## src/rtl/uart_rx_if.sv

```systemverilog
// Byte-delivery bus of the UART receiver: valid/ready data path plus error pulses.
// The receiver drives through the master modport; the consumer uses the slave modport.
interface uart_rx_if;
  logic [7:0] rx_data;
  logic       rx_valid;
  logic       rx_ready;
  logic       frame_err;
  logic       overrun;

  modport master (
    output rx_data,
    output rx_valid,
    output frame_err,
    output overrun,
    input  rx_ready
  );

  modport slave (
    input  rx_data,
    input  rx_valid,
    input  frame_err,
    input  overrun,
    output rx_ready
  );
endinterface

```

## src/rtl/uart_rx.sv

```systemverilog
// 8N1 UART receiver, LSB first, mid-bit sampling, one-entry valid/ready output register.
// Optional feature: define UART_RX_MAJORITY_EN for 3-sample majority voting at every sample point.
module uart_rx #(
  parameter int unsigned CLKS_PER_BIT = 2813,
  parameter int unsigned HALF_BIT     = CLKS_PER_BIT / 2
) (
  input  logic      clk,
  input  logic      rst_n,
  input  logic      rx,
  uart_rx_if.master bus
);

  localparam int unsigned CNT_W = $clog2(CLKS_PER_BIT);

  typedef logic [CNT_W-1:0] cnt_t;

  localparam cnt_t HALF_LAST = cnt_t'(HALF_BIT - 1);
  localparam cnt_t BIT_LAST  = cnt_t'(CLKS_PER_BIT - 1);

  typedef enum logic [1:0] {
    S_IDLE,
    S_START,
    S_DATA,
    S_STOP
  } state_e;

  logic       rx_meta_q;
  logic       rx_s_q;
  state_e     state_q,     state_d;
  cnt_t       cnt_q,       cnt_d;
  logic [2:0] idx_q,       idx_d;
  logic [7:0] shift_q,     shift_d;
  logic [7:0] data_q,      data_d;
  logic       valid_q,     valid_d;
  logic       frame_err_q, frame_err_d;
  logic       overrun_q,   overrun_d;
  logic       sample;
  logic       accept;

  // Two-flop synchroniser; idle-high reset so a reset never looks like a start edge.
  always_ff @(posedge clk) begin
    if (!rst_n) begin
      rx_meta_q <= 1'b1;
      rx_s_q    <= 1'b1;
    end else begin
      // NOTE: non-blocking assignments keep both flops sampling the pre-edge values,
      // so the chain really is two stages deep rather than collapsing to one.
      rx_meta_q <= rx;
      rx_s_q    <= rx_meta_q;
    end
  end

`ifdef UART_RX_MAJORITY_EN
  // Window of rx_s at cnt = target-2, target-1 (history) and target (current).
  logic [1:0] hist_q;

  always_ff @(posedge clk) begin
    if (!rst_n) begin
      hist_q <= 2'b11;
    end else begin
      hist_q <= {hist_q[0], rx_s_q};
    end
  end

  assign sample = (hist_q[1] & hist_q[0]) |
                  (hist_q[1] & rx_s_q)    |
                  (hist_q[0] & rx_s_q);
`else
  assign sample = rx_s_q;
`endif

  assign accept = valid_q & bus.rx_ready;

  always_comb begin
    // NOTE: every variable gets a default before the case so no path leaves one
    // unassigned, which would otherwise infer a latch.
    state_d     = state_q;
    cnt_d       = cnt_q;
    idx_d       = idx_q;
    shift_d     = shift_q;
    data_d      = data_q;
    valid_d     = valid_q & ~accept;
    frame_err_d = 1'b0;
    overrun_d   = 1'b0;

    case (state_q)
      S_IDLE: begin
        cnt_d = '0;
        idx_d = '0;
        if (!rx_s_q) begin
          state_d = S_START;
        end
      end

      S_START: begin
        if (cnt_q == HALF_LAST) begin
          cnt_d   = '0;
          state_d = sample ? S_IDLE : S_DATA;
        end else begin
          cnt_d = cnt_q + cnt_t'(1);
        end
      end

      S_DATA: begin
        if (cnt_q == BIT_LAST) begin
          cnt_d   = '0;
          shift_d = {sample, shift_q[7:1]};
          idx_d   = idx_q + 3'd1;
          if (idx_q == 3'd7) begin
            state_d = S_STOP;
          end
        end else begin
          cnt_d = cnt_q + cnt_t'(1);
        end
      end

      S_STOP: begin
        if (cnt_q == BIT_LAST) begin
          cnt_d   = '0;
          state_d = S_IDLE;
          if (!sample) begin
            frame_err_d = 1'b1;
          end else if (!valid_q || accept) begin
            // A byte landing in the same cycle as a handshake replaces it without loss.
            data_d  = shift_q;
            valid_d = 1'b1;
          end else begin
            overrun_d = 1'b1;
          end
        end else begin
          cnt_d = cnt_q + cnt_t'(1);
        end
      end

      default: begin
        state_d = S_IDLE;
      end
    endcase
  end

  always_ff @(posedge clk) begin
    if (!rst_n) begin
      state_q     <= S_IDLE;
      cnt_q       <= '0;
      idx_q       <= '0;
      data_q      <= 8'h00;
      valid_q     <= 1'b0;
      frame_err_q <= 1'b0;
      overrun_q   <= 1'b0;
    end else begin
      state_q     <= state_d;
      cnt_q       <= cnt_d;
      idx_q       <= idx_d;
      data_q      <= data_d;
      valid_q     <= valid_d;
      frame_err_q <= frame_err_d;
      overrun_q   <= overrun_d;
    end
  end

  // NOTE: the shift register is deliberately left out of reset: every bit is
  // overwritten by a full frame before it can reach rx_data.
  always_ff @(posedge clk) begin
    shift_q <= shift_d;
  end

  assign bus.rx_data   = data_q;
  assign bus.rx_valid  = valid_q;
  assign bus.frame_err = frame_err_q;
  assign bus.overrun   = overrun_q;

endmodule

```

## src/flat_wrapper.sv

```systemverilog
// flat-port wrapper written by rule: the top's interface ports become plain ports
module uart_rx_flat 
#(
  parameter int unsigned CLKS_PER_BIT = 2813,
  parameter int unsigned HALF_BIT     = CLKS_PER_BIT / 2
)
  (clk, rst_n, rx, bus_rx_data, bus_rx_valid, bus_frame_err, bus_overrun, bus_rx_ready);
  uart_rx_if bus_i ();
  input  logic clk;
  input  logic rst_n;
  input  logic rx;
  output wire logic [$bits(bus_i.rx_data)-1:0] bus_rx_data;
  output wire logic [$bits(bus_i.rx_valid)-1:0] bus_rx_valid;
  output wire logic [$bits(bus_i.frame_err)-1:0] bus_frame_err;
  output wire logic [$bits(bus_i.overrun)-1:0] bus_overrun;
  input wire logic [$bits(bus_i.rx_ready)-1:0] bus_rx_ready;
  assign bus_rx_data = bus_i.rx_data;
  assign bus_rx_valid = bus_i.rx_valid;
  assign bus_frame_err = bus_i.frame_err;
  assign bus_overrun = bus_i.overrun;
  assign bus_i.rx_ready = bus_rx_ready;
  uart_rx #(.CLKS_PER_BIT(CLKS_PER_BIT), .HALF_BIT(HALF_BIT)) u_core (.clk(clk), .rst_n(rst_n), .rx(rx), .bus(bus_i));
endmodule
```

## config.mk

```make
export PLATFORM = sky130hd
export DESIGN_NAME = uart_rx_flat
export DESIGN_NICKNAME = d
export VERILOG_FILES = /design/src/rtl/uart_rx_if.sv /design/src/rtl/uart_rx.sv /design/src/flat_wrapper.sv
export SDC_FILE = /design/constraint.sdc
export NUM_CORES = 1
export LEC_CHECK = 0
export ABC_CLOCK_PERIOD_IN_PS = 5300
export CAP_MARGIN = 40
export CORE_MARGIN = 1.5
export CORE_UTILIZATION = 40
export DETAILED_ROUTE_END_ITERATION = 6
export SYNTH_ARGS = -nofsm -noshare
export SYNTH_HDL_FRONTEND = slang
export SYNTH_SLANG_ARGS = --single-unit
```

## constraint.sdc

```tcl
create_clock -name clk -period 5.3 [get_ports clk]
set_input_delay 0.53 -clock clk [delete_from_list [all_inputs] [get_ports clk]]
set_output_delay 0.53 -clock clk [all_outputs]
set_load 0.005 [all_outputs]
```

==> results_dict.tcl, run 1 <==
set metrics [dict create \
    tightestPinTransition_ns 0.595 \
    maxCapViolCount 0 \
    hpwl_um 2170 \
    synth_cell_types 35 \
    tns_ns 0 \
    gp_congestion 0.830 \
    skew_ns 0.00621 \
    hold_path_class "reg -> reg" \
    final_area_um2 1920 \
    cts.reportedPaths.clkPinSlew_ns 0.07 \
    endpoint_kind "register" \
    wl_per_cell_um 14.0 \
    cts.path.max_buffers 2 \
    cp.required_ns 5.46 \
    synthCells 160 \
    drive_gt1_share_pct 7.43 \
    clock_sink_count 38 \
    dp_cells 215 \
    synth_most_common_cell "dfxtp_1" \
    power_density_nw_per_um2 318 \
    layout_min_cycle_time_ns 2.01 \
    grt_max_degree 15 \
    vias_per_cell 5.39 \
    die_h_um 66.4 \
    synth-edff-count 8 \
    holdBufCountCts 0 \
    yosys_most_used_dff "dfxtp_1" \
    drc 0 \
    cts_root_buffer "clkbuf_8" \
    finalMaxSlewViolations 0 \
    core-area_um2 3770 \
    io_buffer_count 14 \
    switching_share_pct 18.0 \
    grt_pass1_wl_um 5190 \
    cpPeakStageDelay_ns 0.46 \
    ant_nets 0 \
    path_class "reg -> reg" \
    cts_tree "done" \
    die_x_um 66.4 \
    synth_common_cells "30 x dfxtp_1, 14 x nor2_1, 11 x nand4_1, 10 x nand3_1, 9 x a21oi_1" \
    status "complete, no violations" \
    grtUsageTotal_pct 16.1 \
    overflow 0 \
    ys_warn_count 0 \
    peakVddDrop_uv 137 \
    cp_max_fo 12 \
    die_area_um2 4410 \
    worstSkewPairLatency_ns 0.29 \
    ioPinCount 15 \
    startpoint_type "register" \
    p_sw_mw 0.110 \
    synth_area_per_cell_um2 10.1 \
    layout.cells.non_filler 223 \
    cts_made_buffers 5 \
    syn_nets 169 \
    vias 1202 \
    drt-initial-drc-count 70 \
    nets 183 \
    worstPathArrival_ns 2.17 \
    cts_resized 0 \
    synth_area_leaders "dfxtp_1 37%, edfxtp_1 15%, xor2_1 4.4%" \
    pwr-share-seq_pct 48.8 \
    pwr-share-clk_pct 49.7 \
    synth_seq_cells 38 \
    synth-seq-area-share_pct 52.3 \
    p_int_mw 0.500 \
    slowest_stage "a2bb2oi_2" \
    max_freq_mhz 496 \
    start_util_pct 42.7 \
    async_reset_ff_share_pct 0 \
    path_cells "ha_1 -> or4b_1 -> nor3_2 -> a2bb2oi_2 -> nor2_1" \
    p_leak_nw 0.647 \
    slew_headroom_pct 60.2 \
    setup-violations-final 0 \
    insertedDiodeCount 0 \
    regArea_um2 841 \
    rsz0062_at_grt "false" \
    cts_setup_buffers 0 \
    synth_top_area_cell "dfxtp_1" \
    htree_levels 2 \
    hold_viol_final 0 \
    post-route-util_pct 50.9 \
    synth.top_cell.area_share_pct 37.3 \
    placementRows 22 \
    fin_crit_sh_pct 38.0 \
    n_fill_cell 328 \
    comb_power_share_pct 1.5 \
    antenna_found_initial 0 \
    dpl-instance-area_um2 1780 \
    netlist_area_um2 1610 \
    routed_wl_um 3130 \
    synthToLayoutAreaGrowth_pct 19.4 \
    drt-pass1-iter-count 4 \
    grt_pass1_vias 1136 \
    multiInputGateArea_um2 711 \
]
cells in the final DEF (no fill, tap or decap), drive strengths merged, types with 3 or more instances in the layout:
cell type      count
nor3               4
nand2              7
nor2              14
a31oi              3
dfxtp             30
clkbuf             6
nand2b             5
xor2               8
nand4             12
ha                 5
nand3             10
clkdlybuf4s50     14
a21oi              9
and2               3
inv                5
o21ai              8
edfxtp             8
per-layer routing:
metal | wire, um | vias up | GRT usage (%)
met5 | 0 | - | 0
met4 | 51 | 0 | 6.12
met3 | 110 | 5 | 5.62
met2 | 1420 | 22 | 25.1
met1 | 1550 | 570 | 20.3
li1 | - | 605 | -
registers in the layout, summed over array words and instances (netlist names), 3 cells and up, named ones only:
| signal | flops |
|---|---|
| u_core.cnt_q | 12 |
| u_core.idx_q | 3 |
| u_core.bus.rx_data | 8 |
| u_core.shift_q | 8 |
through the flow:
stage	total power [mW]	worst slack (ns)	hold slack (ns)
finish	0.610	3.29	0.408
global placement	0.313	3.29	0.396
CTS	0.614	3.24	0.412
floorplan	0.310	3.34	0.386
detailed placement	0.314	3.22	0.395
global route	0.630	3.08	0.417
worst max-delay path: cells and delay by family (launching register included):
kind	cells	cell delay [ns]
and+or+nand+nor	3	0.83
AOI/OAI and AO/OA	1	0.46
DFF	1	0.42
adders and majority gates	1	0.17
power groups by stage:
stage          sequential [mW]  clock [mW]  combinational, mW
3_5_place_dp             0.304           0            0.00941
5_1_grt                  0.298       0.321             0.0104
2_1_floorplan            0.302           0            0.00746
3_3_place_gp             0.304           0            0.00915
4_1_cts                  0.297       0.308            0.00947
6_report                 0.298       0.303            0.00933
kinds of logic after synthesis:
family	count (synthesis)	share of synthesized area (%)
compound gates	25	9.56
xor+xnor	10	5.44
fa+ha+maj	5	3.89
buf+inv	13	3.58
flops	38	52.3
simple gates	69	25.3
worst paths after layout:
path                            slack (ns)  depth (start not counted)             start                to
worst max register to register        3.29                          5   u_core.cnt_q[0]  u_core.cnt_q[11]
worst min register to register        0.41                          1  u_core.rx_meta_q     u_core.rx_s_q
worst min-delay path                  0.41                          1  u_core.rx_meta_q     u_core.rx_s_q
worst max-delay path                  3.29                          5   u_core.cnt_q[0]  u_core.cnt_q[11]
final cells by class:
type	instances	area share, %
multi-input cells	109	37.0
inverters	5	0.977
repair buffers	15	7.69
clock buffers	6	4.30
flip-flops and latches	38	43.8
well taps	48	3.13
clock inverters	2	3.13
Power figures use the tool's default switching activity.
==> run 2, diff against run 1 <==
--- a/config.mk
+++ b/config.mk
@@ -5,7 +5,7 @@
 export SDC_FILE = /design/constraint.sdc
 export NUM_CORES = 1
 export LEC_CHECK = 0
-export ABC_CLOCK_PERIOD_IN_PS = 5300
+export ABC_CLOCK_PERIOD_IN_PS = 1620
 export CAP_MARGIN = 40
 export CORE_MARGIN = 1.5
 export CORE_UTILIZATION = 40
==> constraint.sdc (replaced) <==
create_clock -name clk -period 1.62 [get_ports clk]
set_input_delay 0.162 -clock clk [delete_from_list [all_inputs] [get_ports clk]]
set_output_delay 0.162 -clock clk [all_outputs]
set_load 0.005 [all_outputs]
==> run 2 against run 1 <==
  * Core utilization is 5.8 points higher
  * Non-clock buffer count is 21 higher
  * Total power grew to 2.7 times the previous value
  * The run now ends with negative setup slack left
  * Die area stayed put
  * Highest routed layer unchanged
  * Clock power is 110% higher
  * Clock-buffer cell count is 1 lower
  * Clock skew is 0.0012 ns lower
==> results_dict.tcl, run 2 (synthesized netlist as in run 1, its figures left out) <==
set metrics [dict create \
    status "finished, violations left" \
    violations "negative setup slack" \
    hold_slack_ns 0.423 \
    vias_per_cell 5.35 \
    crit_family "simple AND/OR/NAND/NOR gates" \
    hold_path_class "in -> reg" \
    ant_nets 0 \
    dp_slack_ns -0.0581 \
    die_area_um2 4410 \
    p_leak_nw 0.765 \
    final_common_cell "dfxtp_1" \
    htree_levels 2 \
    placementRows 22 \
    maxCapViolCount 0 \
    gp_congestion 0.762 \
    grtUsageTotal_pct 18.3 \
    path_class "reg -> reg" \
    min_from "rx" \
    setup_ws_ns -0.0280 \
    antenna_found_initial 0 \
    rsz0062_at_grt "true" \
    crit_cells 7 \
    cts.path.max_buffers 2 \
    worstSkewPairLatency_ns 0.29 \
    path_cells "inv_4 -> ha_4 -> or4b_4 -> nor3_4 -> a2bb2oi_2 -> buf_12 -> nor2_1" \
    cp_max_fo 12 \
    endpoint_kind "register" \
    regMostFlops "u_core.cnt_q" \
    power_mw 1.65 \
    skew_ns 0.00500 \
    slowest_stage "or4b_4" \
    worst-path-buf-inv 2 \
    io_buffer_count 14 \
    nets 204 \
    regToRegSetupSlack_ns -0.03 \
    hold_viol_final 0 \
    rr_endpoint "u_core.cnt_q[7]" \
    drt-pass1-iter-count 4 \
    vias 1306 \
    max_freq_mhz 607 \
    cts_root_buffer "clkbuf_8" \
    grt_pass1_vias 1312 \
    setup-violations-final 12 \
    tightestPinTransition_ns 0.394 \
    grt_pass1_wl_um 6040 \
    largest_reg_flops 12 \
    power_density_nw_per_um2 770 \
    min_delay_path_depth 2 \
    synthToLayoutAreaGrowth_pct 32.9 \
    reg2reg_depth 7 \
    cts_made_buffers 5 \
    r2r-start "u_core.cnt_q[1]" \
    worstPathArrival_ns 1.83 \
    crit_path_start "u_core.cnt_q[1]" \
    fin_crit_sh_pct 102 \
    grt_max_degree 13 \
    finalMaxSlewViolations 0 \
    cpPeakStageDelay_ns 0.47 \
    insertedDiodeCount 0 \
    clock_sink_count 38 \
    drt-initial-drc-count 98 \
    startpoint_type "register" \
    ioPinCount 15 \
    cts_tree "done" \
    start_util_pct 42.7 \
    hpwl_um 2450 \
    drc 0 \
    peakVddDrop_uv 512 \
    wl_per_cell_um 14.0 \
    layout_min_cycle_time_ns 1.65 \
    crit_path_end "u_core.cnt_q[7]" \
    overflow 0 \
    cts.reportedPaths.clkPinSlew_ns 0.07 \
    cp.required_ns 1.80 \
    routed_wl_um 3420 \
    die_x_um 66.4 \
    drive_gt1_share_pct 23.5 \
    slew_headroom_pct 73.5 \
    die_h_um 66.4 \
    core-area_um2 3770 \
    layout_common_cells "27 x dfxtp_1, 20 x buf_4, 14 x clkdlybuf4s50_1, 13 x nor2_1, 11 x nand4_1" \
]
==> run 2: cell types whose count changed in the layout (fill, tap and decap cells not counted), moves of 3 or more <==
cell | before | now
o21ai_0 | 8 | 2
buf_4 | 1 | 20
dfxtp_1 | 30 | 27
o21ai_1 | 0 | 5
==> run 2: final cells by class <==
type | instances | area, um^2
Clock inverter | 3 | 16.3
Multi-Input combinational cell | 109 | 801
Sequential cell | 38 | 847
Inverter | 5 | 23.8
Tap cell | 48 | 60.1
Fill cell | 310 | 1630
Clock buffer | 5 | 68.8
Timing Repair Buffer | 36 | 322
==> run 2: what timing repair did <==
| action | in CTS | in global routing |
|---|---|---|
| endpoints found under the setup margin | 14 | 31 |
| gates cloned | 0 | 0 |
| resized for setup | 2 | 19 |
| pin swaps | 1 | 1 |
| hold buffers | 0 | 0 |
| setup buffers | 0 | 1 |
==> run 2: worst min-delay path by stage <==
stage / slack [ns] / to
floorplan: 0.24 / u_core.rx_meta_q
global placement: 0.40 / u_core.rx_s_q
detailed placement: 0.41 / u_core.rx_s_q
finish: 0.42 / u_core.rx_meta_q
global route: 0.46 / u_core.shift_q[6]
CTS: 0.41 / u_core.rx_meta_q
==> run 2: layer usage <==
| metal | up-vias | GRT usage (%) | wire length, um |
|---|---|---|---|
| met5 | - | 0 | 0 |
| met4 | 0 | 8.16 | 76 |
| met3 | 9 | 5.45 | 127 |
| met2 | 27 | 28.5 | 1590 |
| met1 | 621 | 23.2 | 1630 |
| li1 | 649 | - | - |
==> run 2: per-stage QoR <==
stage | cells | TNS, ns | utilization [%] | instance area [um^2]
3_3_place_gp | 235 | 0 | 51.9 | 1960
5_1_grt | 244 | -1.10 | 56.7 | 2140
6_report | 244 | -0.273 | 56.7 | 2140
4_1_cts | 243 | -0.607 | 54.4 | 2050
3_5_place_dp | 235 | -0.644 | 51.9 | 1960
2_1_floorplan | 160 | -0.0537 | - | 1640
==> run 2: where the power goes <==
group | internal (mW) | switching (mW) | total (mW)
Sequential | 0.965 | 0.00386 | 0.968
Clock | 0.294 | 0.333 | 0.627
Combinational | 0.0264 | 0.0250 | 0.0514
